$ cat src/rtl/l2_line_adapter_if.sv
// Signal bundle for l2_line_adapter: the L1-side 512-bit line port and the
// L2-side 128-bit beat port. The adapter uses the slave view; the
// surrounding logic (or a testbench) uses the master view.
interface l2_line_adapter_if #(
    parameter int LINE_ADDR_BITS = 12,
    parameter int TAG_BITS       = 5
);
    // L1 line request
    logic                      line_req_val;
    logic                      line_req_rdy;
    logic                      line_req_rw;
    logic [LINE_ADDR_BITS-1:0] line_req_addr;
    logic [511:0]              line_req_data;
    logic [TAG_BITS-1:0]       line_req_tag;

    // L1 line response (reads only)
    logic                      line_resp_val;
    logic [511:0]              line_resp_data;
    logic [TAG_BITS-1:0]       line_resp_tag;

    // L2 beat request
    logic                      mem_req_val;
    logic                      mem_req_rdy;
    logic [1:0]                mem_req_rw;
    logic [LINE_ADDR_BITS+1:0] mem_req_addr;
    logic [127:0]              mem_req_data;
    logic [TAG_BITS-1:0]       mem_req_tag;

    // L2 beat response
    logic                      mem_resp_val;
    logic                      mem_resp_nack;
    logic [127:0]              mem_resp_data;
    logic [TAG_BITS-1:0]       mem_resp_tag;

    // Adapter side
    modport slave (
        input  line_req_val, line_req_rw, line_req_addr, line_req_data, line_req_tag,
        output line_req_rdy,
        output line_resp_val, line_resp_data, line_resp_tag,
        output mem_req_val, mem_req_rw, mem_req_addr, mem_req_data, mem_req_tag,
        input  mem_req_rdy,
        input  mem_resp_val, mem_resp_nack, mem_resp_data, mem_resp_tag
    );

    // Requester / L2 side
    modport master (
        output line_req_val, line_req_rw, line_req_addr, line_req_data, line_req_tag,
        input  line_req_rdy,
        input  line_resp_val, line_resp_data, line_resp_tag,
        input  mem_req_val, mem_req_rw, mem_req_addr, mem_req_data, mem_req_tag,
        output mem_req_rdy,
        output mem_resp_val, mem_resp_nack, mem_resp_data, mem_resp_tag
    );
endinterface

$ cat src/rtl/l2_line_adapter.sv
// Splits 512-bit L1 line writes into four 128-bit L2 store beats, issues a
// single 4-beat L2 load for line reads and reassembles the returned beats
// into one line response. One line operation is in flight at a time; every
// output toward the L2 and the L1 response port comes straight from a flop.
module l2_line_adapter #(
    parameter int LINE_ADDR_BITS = 12,
    parameter int TAG_BITS       = 5
) (
    input  logic             clk,
    input  logic             reset,
    l2_line_adapter_if.slave bus
);
    localparam int BEAT_ADDR_BITS = LINE_ADDR_BITS + 2;

    localparam logic [1:0] RW_LOAD  = 2'b00;
    localparam logic [1:0] RW_STORE = 2'b01;

    typedef enum logic [1:0] {
        IDLE    = 2'd0,
        WR      = 2'd1,
        RD_REQ  = 2'd2,
        RD_WAIT = 2'd3
    } state_e;

    // Control state
    state_e                    state_q, state_d;
    logic [1:0]                cnt_q, cnt_d;

    // Held line operation (no reset needed: only read while busy)
    logic [LINE_ADDR_BITS-1:0] line_q, line_d;
    logic [511:0]              wdata_q, wdata_d;
    logic [TAG_BITS-1:0]       tag_q, tag_d;
    logic [511:0]              rbuf_q, rbuf_d;

    // Registered L2 request outputs
    logic                      req_val_q, req_val_d;
    logic [1:0]                req_rw_q, req_rw_d;
    logic [BEAT_ADDR_BITS-1:0] req_addr_q, req_addr_d;
    logic [127:0]              req_data_q, req_data_d;
    logic [TAG_BITS-1:0]       req_tag_q, req_tag_d;

    // Registered line response outputs
    logic                      resp_val_q, resp_val_d;
    logic [511:0]              resp_data_q, resp_data_d;
    logic [TAG_BITS-1:0]       resp_tag_q, resp_tag_d;

    logic                      req_hs;
    logic                      resp_hit;
    logic [1:0]                cnt_inc;

    // Beat k of a line lives at bits [128k+127:128k].
    function automatic logic [127:0] beat_of(input logic [511:0] line, input logic [1:0] idx);
        return line[{idx, 7'd0} +: 128];
    endfunction

    assign req_hs   = req_val_q & bus.mem_req_rdy;
    assign resp_hit = bus.mem_resp_val & (bus.mem_resp_tag == tag_q);
    assign cnt_inc  = cnt_q + 2'd1;

    // Next-state and next-output logic for the line sequencer
    always_comb begin
        state_d     = state_q;
        cnt_d       = cnt_q;
        line_d      = line_q;
        wdata_d     = wdata_q;
        tag_d       = tag_q;
        rbuf_d      = rbuf_q;
        req_val_d   = req_val_q;
        req_rw_d    = req_rw_q;
        req_addr_d  = req_addr_q;
        req_data_d  = req_data_q;
        req_tag_d   = req_tag_q;
        resp_val_d  = 1'b0;
        resp_data_d = resp_data_q;
        resp_tag_d  = resp_tag_q;

        unique case (state_q)
            IDLE: begin
                if (bus.line_req_val) begin
                    line_d     = bus.line_req_addr;
                    wdata_d    = bus.line_req_data;
                    tag_d      = bus.line_req_tag;
                    cnt_d      = 2'd0;
                    req_val_d  = 1'b1;
                    req_addr_d = {bus.line_req_addr, 2'b00};
                    req_tag_d  = bus.line_req_tag;
                    if (bus.line_req_rw) begin
                        state_d    = WR;
                        req_rw_d   = RW_STORE;
                        req_data_d = beat_of(bus.line_req_data, 2'd0);
                    end else begin
                        state_d    = RD_REQ;
                        req_rw_d   = RW_LOAD;
                        req_data_d = '0;
                    end
                end
            end

            WR: begin
                // Present beat stays put until the L2 takes it.
                if (req_hs) begin
                    if (cnt_q == 2'd3) begin
                        state_d   = IDLE;
                        cnt_d     = 2'd0;
                        req_val_d = 1'b0;
                    end else begin
                        cnt_d      = cnt_inc;
                        req_addr_d = {line_q, cnt_inc};
                        req_data_d = beat_of(wdata_q, cnt_inc);
                    end
                end
            end

            RD_REQ: begin
                if (req_hs) begin
                    state_d   = RD_WAIT;
                    cnt_d     = 2'd0;
                    req_val_d = 1'b0;
                end
            end

            RD_WAIT: begin
                // Beats carrying some other tag belong to someone else.
                if (resp_hit) begin
                    if (bus.mem_resp_nack) begin
                        // Throw away partial line and re-issue the load.
                        state_d    = RD_REQ;
                        cnt_d      = 2'd0;
                        req_val_d  = 1'b1;
                        req_rw_d   = RW_LOAD;
                        req_addr_d = {line_q, 2'b00};
                        req_tag_d  = tag_q;
                        req_data_d = '0;
                    end else begin
                        rbuf_d[{cnt_q, 7'd0} +: 128] = bus.mem_resp_data;
                        if (cnt_q == 2'd3) begin
                            state_d     = IDLE;
                            cnt_d       = 2'd0;
                            resp_val_d  = 1'b1;
                            resp_data_d = rbuf_d;
                            resp_tag_d  = tag_q;
                        end else begin
                            cnt_d = cnt_inc;
                        end
                    end
                end
            end

            default: begin
                state_d   = IDLE;
                cnt_d     = 2'd0;
                req_val_d = 1'b0;
            end
        endcase
    end

    // Control and output registers; reset aborts any operation in flight
    always_ff @(posedge clk) begin
        if (reset) begin
            state_q     <= IDLE;
            cnt_q       <= 2'd0;
            req_val_q   <= 1'b0;
            req_rw_q    <= 2'b00;
            req_addr_q  <= '0;
            req_data_q  <= '0;
            req_tag_q   <= '0;
            resp_val_q  <= 1'b0;
            resp_data_q <= '0;
            resp_tag_q  <= '0;
        end else begin
            state_q     <= state_d;
            cnt_q       <= cnt_d;
            req_val_q   <= req_val_d;
            req_rw_q    <= req_rw_d;
            req_addr_q  <= req_addr_d;
            req_data_q  <= req_data_d;
            req_tag_q   <= req_tag_d;
            resp_val_q  <= resp_val_d;
            resp_data_q <= resp_data_d;
            resp_tag_q  <= resp_tag_d;
        end
    end

    // Operation holding registers and read reassembly buffer
    always_ff @(posedge clk) begin
        line_q  <= line_d;
        wdata_q <= wdata_d;
        tag_q   <= tag_d;
        rbuf_q  <= rbuf_d;
    end

    assign bus.line_req_rdy   = (state_q == IDLE);
    assign bus.mem_req_val    = req_val_q;
    assign bus.mem_req_rw     = req_rw_q;
    assign bus.mem_req_addr   = req_addr_q;
    assign bus.mem_req_data   = req_data_q;
    assign bus.mem_req_tag    = req_tag_q;
    assign bus.line_resp_val  = resp_val_q;
    assign bus.line_resp_data = resp_data_q;
    assign bus.line_resp_tag  = resp_tag_q;
endmodule
$ cat src/flat_wrapper.sv
// flat-port wrapper written by rule: the top's interface ports become plain ports
module l2_line_adapter_flat 
#(
    parameter int LINE_ADDR_BITS = 12,
    parameter int TAG_BITS       = 5
)
  (clk, reset, bus_line_req_val, bus_line_req_rw, bus_line_req_addr, bus_line_req_data, bus_line_req_tag, bus_line_req_rdy, bus_line_resp_val, bus_line_resp_data, bus_line_resp_tag, bus_mem_req_val, bus_mem_req_rw, bus_mem_req_addr, bus_mem_req_data, bus_mem_req_tag, bus_mem_req_rdy, bus_mem_resp_val, bus_mem_resp_nack, bus_mem_resp_data, bus_mem_resp_tag);
  l2_line_adapter_if #(.LINE_ADDR_BITS(LINE_ADDR_BITS), .TAG_BITS(TAG_BITS)) bus_i ();
  input  logic clk;
  input  logic reset;
  input wire logic [$bits(bus_i.line_req_val)-1:0] bus_line_req_val;
  input wire logic [$bits(bus_i.line_req_rw)-1:0] bus_line_req_rw;
  input wire logic [$bits(bus_i.line_req_addr)-1:0] bus_line_req_addr;
  input wire logic [$bits(bus_i.line_req_data)-1:0] bus_line_req_data;
  input wire logic [$bits(bus_i.line_req_tag)-1:0] bus_line_req_tag;
  output wire logic [$bits(bus_i.line_req_rdy)-1:0] bus_line_req_rdy;
  output wire logic [$bits(bus_i.line_resp_val)-1:0] bus_line_resp_val;
  output wire logic [$bits(bus_i.line_resp_data)-1:0] bus_line_resp_data;
  output wire logic [$bits(bus_i.line_resp_tag)-1:0] bus_line_resp_tag;
  output wire logic [$bits(bus_i.mem_req_val)-1:0] bus_mem_req_val;
  output wire logic [$bits(bus_i.mem_req_rw)-1:0] bus_mem_req_rw;
  output wire logic [$bits(bus_i.mem_req_addr)-1:0] bus_mem_req_addr;
  output wire logic [$bits(bus_i.mem_req_data)-1:0] bus_mem_req_data;
  output wire logic [$bits(bus_i.mem_req_tag)-1:0] bus_mem_req_tag;
  input wire logic [$bits(bus_i.mem_req_rdy)-1:0] bus_mem_req_rdy;
  input wire logic [$bits(bus_i.mem_resp_val)-1:0] bus_mem_resp_val;
  input wire logic [$bits(bus_i.mem_resp_nack)-1:0] bus_mem_resp_nack;
  input wire logic [$bits(bus_i.mem_resp_data)-1:0] bus_mem_resp_data;
  input wire logic [$bits(bus_i.mem_resp_tag)-1:0] bus_mem_resp_tag;
  assign bus_i.line_req_val = bus_line_req_val;
  assign bus_i.line_req_rw = bus_line_req_rw;
  assign bus_i.line_req_addr = bus_line_req_addr;
  assign bus_i.line_req_data = bus_line_req_data;
  assign bus_i.line_req_tag = bus_line_req_tag;
  assign bus_line_req_rdy = bus_i.line_req_rdy;
  assign bus_line_resp_val = bus_i.line_resp_val;
  assign bus_line_resp_data = bus_i.line_resp_data;
  assign bus_line_resp_tag = bus_i.line_resp_tag;
  assign bus_mem_req_val = bus_i.mem_req_val;
  assign bus_mem_req_rw = bus_i.mem_req_rw;
  assign bus_mem_req_addr = bus_i.mem_req_addr;
  assign bus_mem_req_data = bus_i.mem_req_data;
  assign bus_mem_req_tag = bus_i.mem_req_tag;
  assign bus_i.mem_req_rdy = bus_mem_req_rdy;
  assign bus_i.mem_resp_val = bus_mem_resp_val;
  assign bus_i.mem_resp_nack = bus_mem_resp_nack;
  assign bus_i.mem_resp_data = bus_mem_resp_data;
  assign bus_i.mem_resp_tag = bus_mem_resp_tag;
  l2_line_adapter #(.LINE_ADDR_BITS(LINE_ADDR_BITS), .TAG_BITS(TAG_BITS)) u_core (.clk(clk), .reset(reset), .bus(bus_i));
endmodule
$ cat config.mk
export PLATFORM = sky130hd
export DESIGN_NAME = l2_line_adapter_flat
export DESIGN_NICKNAME = d
export VERILOG_FILES = /design/src/rtl/l2_line_adapter_if.sv /design/src/rtl/l2_line_adapter.sv /design/src/flat_wrapper.sv
export SDC_FILE = /design/constraint.sdc
export NUM_CORES = 2
export LEC_CHECK = 0
export CAP_MARGIN = 0
export CELL_PAD_IN_SITES_DETAIL_PLACEMENT = 0
export CELL_PAD_IN_SITES_GLOBAL_PLACEMENT = 1
export CORE_AREA = 2 2 523 525
export DETAILED_ROUTE_END_ITERATION = 10
export DIE_AREA = 0 0 525 527
export PLACE_DENSITY = 0.61
export SYNTH_ARGS = -nofsm -noshare
export SYNTH_HDL_FRONTEND = slang
export SYNTH_SLANG_ARGS = --single-unit
$ cat constraint.sdc
create_clock -name clk -period 44.6 [get_ports clk]
set_input_delay 6.69 -clock clk [delete_from_list [all_inputs] [get_ports clk]]
set_output_delay 6.69 -clock clk [all_outputs]
set_load 0.02 [all_outputs]
==> key figures <==
Run status
  • Outcome: finished, final reports clean

Yosys
  • Mean area per synthesized cell: approximately 12 um^2
  • Sequential fraction of the synthesis area: 0.681
  • Ys async rst share: 0
  • Synth Cell Area: 0.0657 mm^2
  • Syn Nets: roughly 6300
  • Cells after Synth: 5606
  • Synth area leaders: edfxtp_1 (48%), dfxtp_1 (20%), nand2_1 (8.1%)
  • Synth Register Bits: 1712
  • Synth top cells by count: nand2_1 (1421), edfxtp_1 (1041), dfxtp_1 (671)
  • Primary FF master, synth: edfxtp_1
  • Yosys cell types: 50
  • Post-synth EDFFs: between 1000 and 1500
  • Area leader, netlist: edfxtp_1
  • Most instantiated library cell after synthesis: nand2_1
  • Synthesis Warnings: 0
  • Synth top area share: 0.476

Worst setup path
  • Setup CP Type: in2reg
  • Cells on worst reg2reg path: 9
  • Largest fanout on the critical path: 87
  • CP cell instances: clkdlybuf4s50_1 > xnor2_1 > and4_1 > and4_4 > buf_4 > buf_4 > buf_4 > nand2_1 > a21oi_1
  • Worst EP arrival: 11.71 ns
  • Worst setup SP type: input port
  • Reg2Reg Setup Slack: 38.74 ns
  • CP top delay family: buffers and inverters
  • Worst path bufs/invs: 4
  • CP max-delay cell: buf_4
  • Crit-path max cell delay: approximately 0.95 ns
  • Worst r2r dst: u_core.bus.line_resp_data[486]$_SDFFE_PP0P_
  • Data required time of the critical path: 45.32 ns
  • CP most frequent cell: buf_4
  • Crit. End Element: flip-flop
  • Crit path from: bus_mem_resp_tag[2]
  • Critical R2R Launch: u_core.state_q[0]$_SDFFE_PP0P_

Clocking
  • Cts repair resizes: 0
  • # Post-CTS Setup Buffers: 0
  • CTS Buffer Depth: 4
  • Inserted Clock Buffers: 200
  • Clock Pin Slew Worst Setup and Hold Paths: roughly 0.060 ns
  • CTS tree: yes
  • Clock latency on the worst-skew pair: 0.85 ns
  • # hold bufs at CTS: 0
  • Clk sink count: around 1700
  • H-Tree Depth: 4
  • Root Driver: clkbuf_16

Worst hold path
  • Endpoint, Worst Hold: u_core.bus.line_resp_data[387]$_SDFFE_PP0P_
  • Hold depth: 2
  • Start point of the worst hold path: u_core.bus.line_resp_data[387]$_SDFFE_PP0P_
  • Min-Delay Path Class: reg2reg

Die
  • Core region area: around 0.27 mm^2
  • Die Y: 527 um
  • Io pins: 1338
  • Initial core utilization: 0.242
  • DIE WIDTH: between 500 and 600 um
  • Num rows: 192
  • Die area: 0.277 mm^2

STA
  • Worst slew pin tran: 1.43 ns
  • Fmax: 91.0 MHz
  • Worst slew margin: 0.0438
  • Post-route setup slack: 33.61 ns
  • Setup TNS Final: 0 ns
  • Final Skew: 0.0616 ns
  • Final period util: 0.247
  • Minimum clock period: about 11 ns
  • RSZ-0062 raised after global routing: no
  • Setup violations, final: 0
  • Slew Limit Fails: 0
  • Final hold violation count: 0

Placement
  • Routability congestion estimate: 0.837
  • Pre-CTS WS: between 30 and 40 ns
  • Post-DP HPWL: between 150000 and 200000 um
  • Port Buffers: 1336

Power
  • VDD IR max: between 40 and 50 uV
  • Leak: 0.0294 uW
  • PwrDens: 53.1 mW/mm^2

Finish
  • Share of layout cells above drive strength 1: 0.0769
  • FF+latch area: about 0.045 mm^2
  • Fillers: 27140
  • Syn-to-layout area delta: 35.1%
  • Multi-input logic area: 0.0177 mm^2
  • Nets: ~7500

Detailed routing
  • DRT antenna net count: 0
  • Drt total wl: 264000 um
  • Via count: 48436
  • Drt first pass iters: 5
  • Per-cell routed wire length: 24.9 um
  • DRC viols: 0
  • Vias/cell: 4.58
  • Iteration-0 DRC Markers: 3636

Global routing
  • First-pass GRT wire length: between 300000 and 400000 um
  • Initial antenna violation count: 100
  • Grt total ovfl: 0
  • GR Util All Layers: 0.182
  • Vias in the first global route: 47726
  • Pin count of the biggest net entering global routing: between 150 and 200

Flow run
  • Max Cap Viol: 0
## stage by stage
step	std cells	utilization	total power, uW	hold slack (ns)	area, um^2
2_1_floorplan	5606	-	2690	0.495	65700
3_3_place_gp	10178	0.303	3140	0.442	82300
3_5_place_dp	10178	0.303	3150	0.446	82300
4_1_cts	10544	0.326	4770	0.455	88600
5_1_grt	10561	0.326	4890	0.470	88700
6_report	10581	0.326	4710	0.451	88700
## worst min-delay path: stages, from the launching register on
cell	delay (ns)
dfxtp_1	0.30
nand2_1	0.05
a21oi_1	0.05
## state kept, by name, indices dropped and copies added (netlist names), 12 cells and up
name / flops
u_core.bus.line_resp_data: 512
u_core.bus.mem_req_addr: 14
u_core.bus.mem_req_data: 128
u_core.line_q: 12
u_core.rbuf_q: 512
u_core.wdata_q: 512
## layout make-up
| cell class | instances | area share |
|---|---|---|
| antenna | 37 | 0.00104 |
| clock buffer | 284 | 0.0628 |
| clock inverter | 82 | 0.00848 |
| inverter | 391 | 0.0166 |
| multi-input combinational | 3091 | 0.199 |
| sequential | 1712 | 0.504 |
| tap | 3589 | 0.0506 |
| timing repair buffer | 1395 | 0.157 |
## how the worst max path moves through the flow
| stage | to | slack [ns] | depth (start not counted) |
|---|---|---|---|
| after floorplan | u_core.bus.mem_req_tag[0]$_SDFFE_PP0P_ | 24.60 | 6 |
| after global placement | u_core.bus.line_resp_data[352]$_SDFFE_PP0P_ | 32.84 | 9 |
| after detailed placement | u_core.bus.line_resp_data[224]$_SDFFE_PP0P_ | 32.81 | 9 |
| after CTS | u_core.bus.line_resp_data[238]$_SDFFE_PP0P_ | 33.72 | 9 |
| after global routing | u_core.bus.line_resp_data[354]$_SDFFE_PP0P_ | 33.33 | 9 |
| final | u_core.bus.line_resp_data[486]$_SDFFE_PP0P_ | 33.61 | 9 |
## logic make-up after synthesis
group	share of synthesized area
flops	0.681
compound gates	0.133
simple gates	0.0850
buf+inv	0.0519
mux	0.0465
fa+ha+maj	0.00191
xor+xnor	0.000667
other cells	0.0000571
## power breakdown
group          switching [uW]  total [uW]  internal [uW]
logic                     692        1100            412
registers                83.7        2000           1910
clock network             678        1610            932
## per-layer routing
metal / track usage / share of wire
met1: 0.216 / 0.40
met2: 0.309 / 0.49
met3: 0.0483 / 0.073
met4: 0.0740 / 0.043
met5: 0 / 0.0016
## layout by cell type, fill, tap and decap left out, drive strengths merged, types with 2 or more instances in the layout
master and count:
nand2 1421, clkdlybuf4s50 1335, edfxtp 1041, dfxtp 671, a21oi 666, inv 395
o21ai 389, clkbuf 284, a211oi 144, a22o 128, mux4 128, a22oi 128
clkinv 61, buf 60, diode 37, mux2i 17, nor2 17, bufinv 11
ha 10, clkinvlp 6, nor2b 5, nand4 4, xnor2 3, and4bb 2
xor2 2, and2 2, nand3 2, or2 2, nor3 2, and4 2
a311oi 2
No activity file was read; power rests on OpenSTA's default activity.
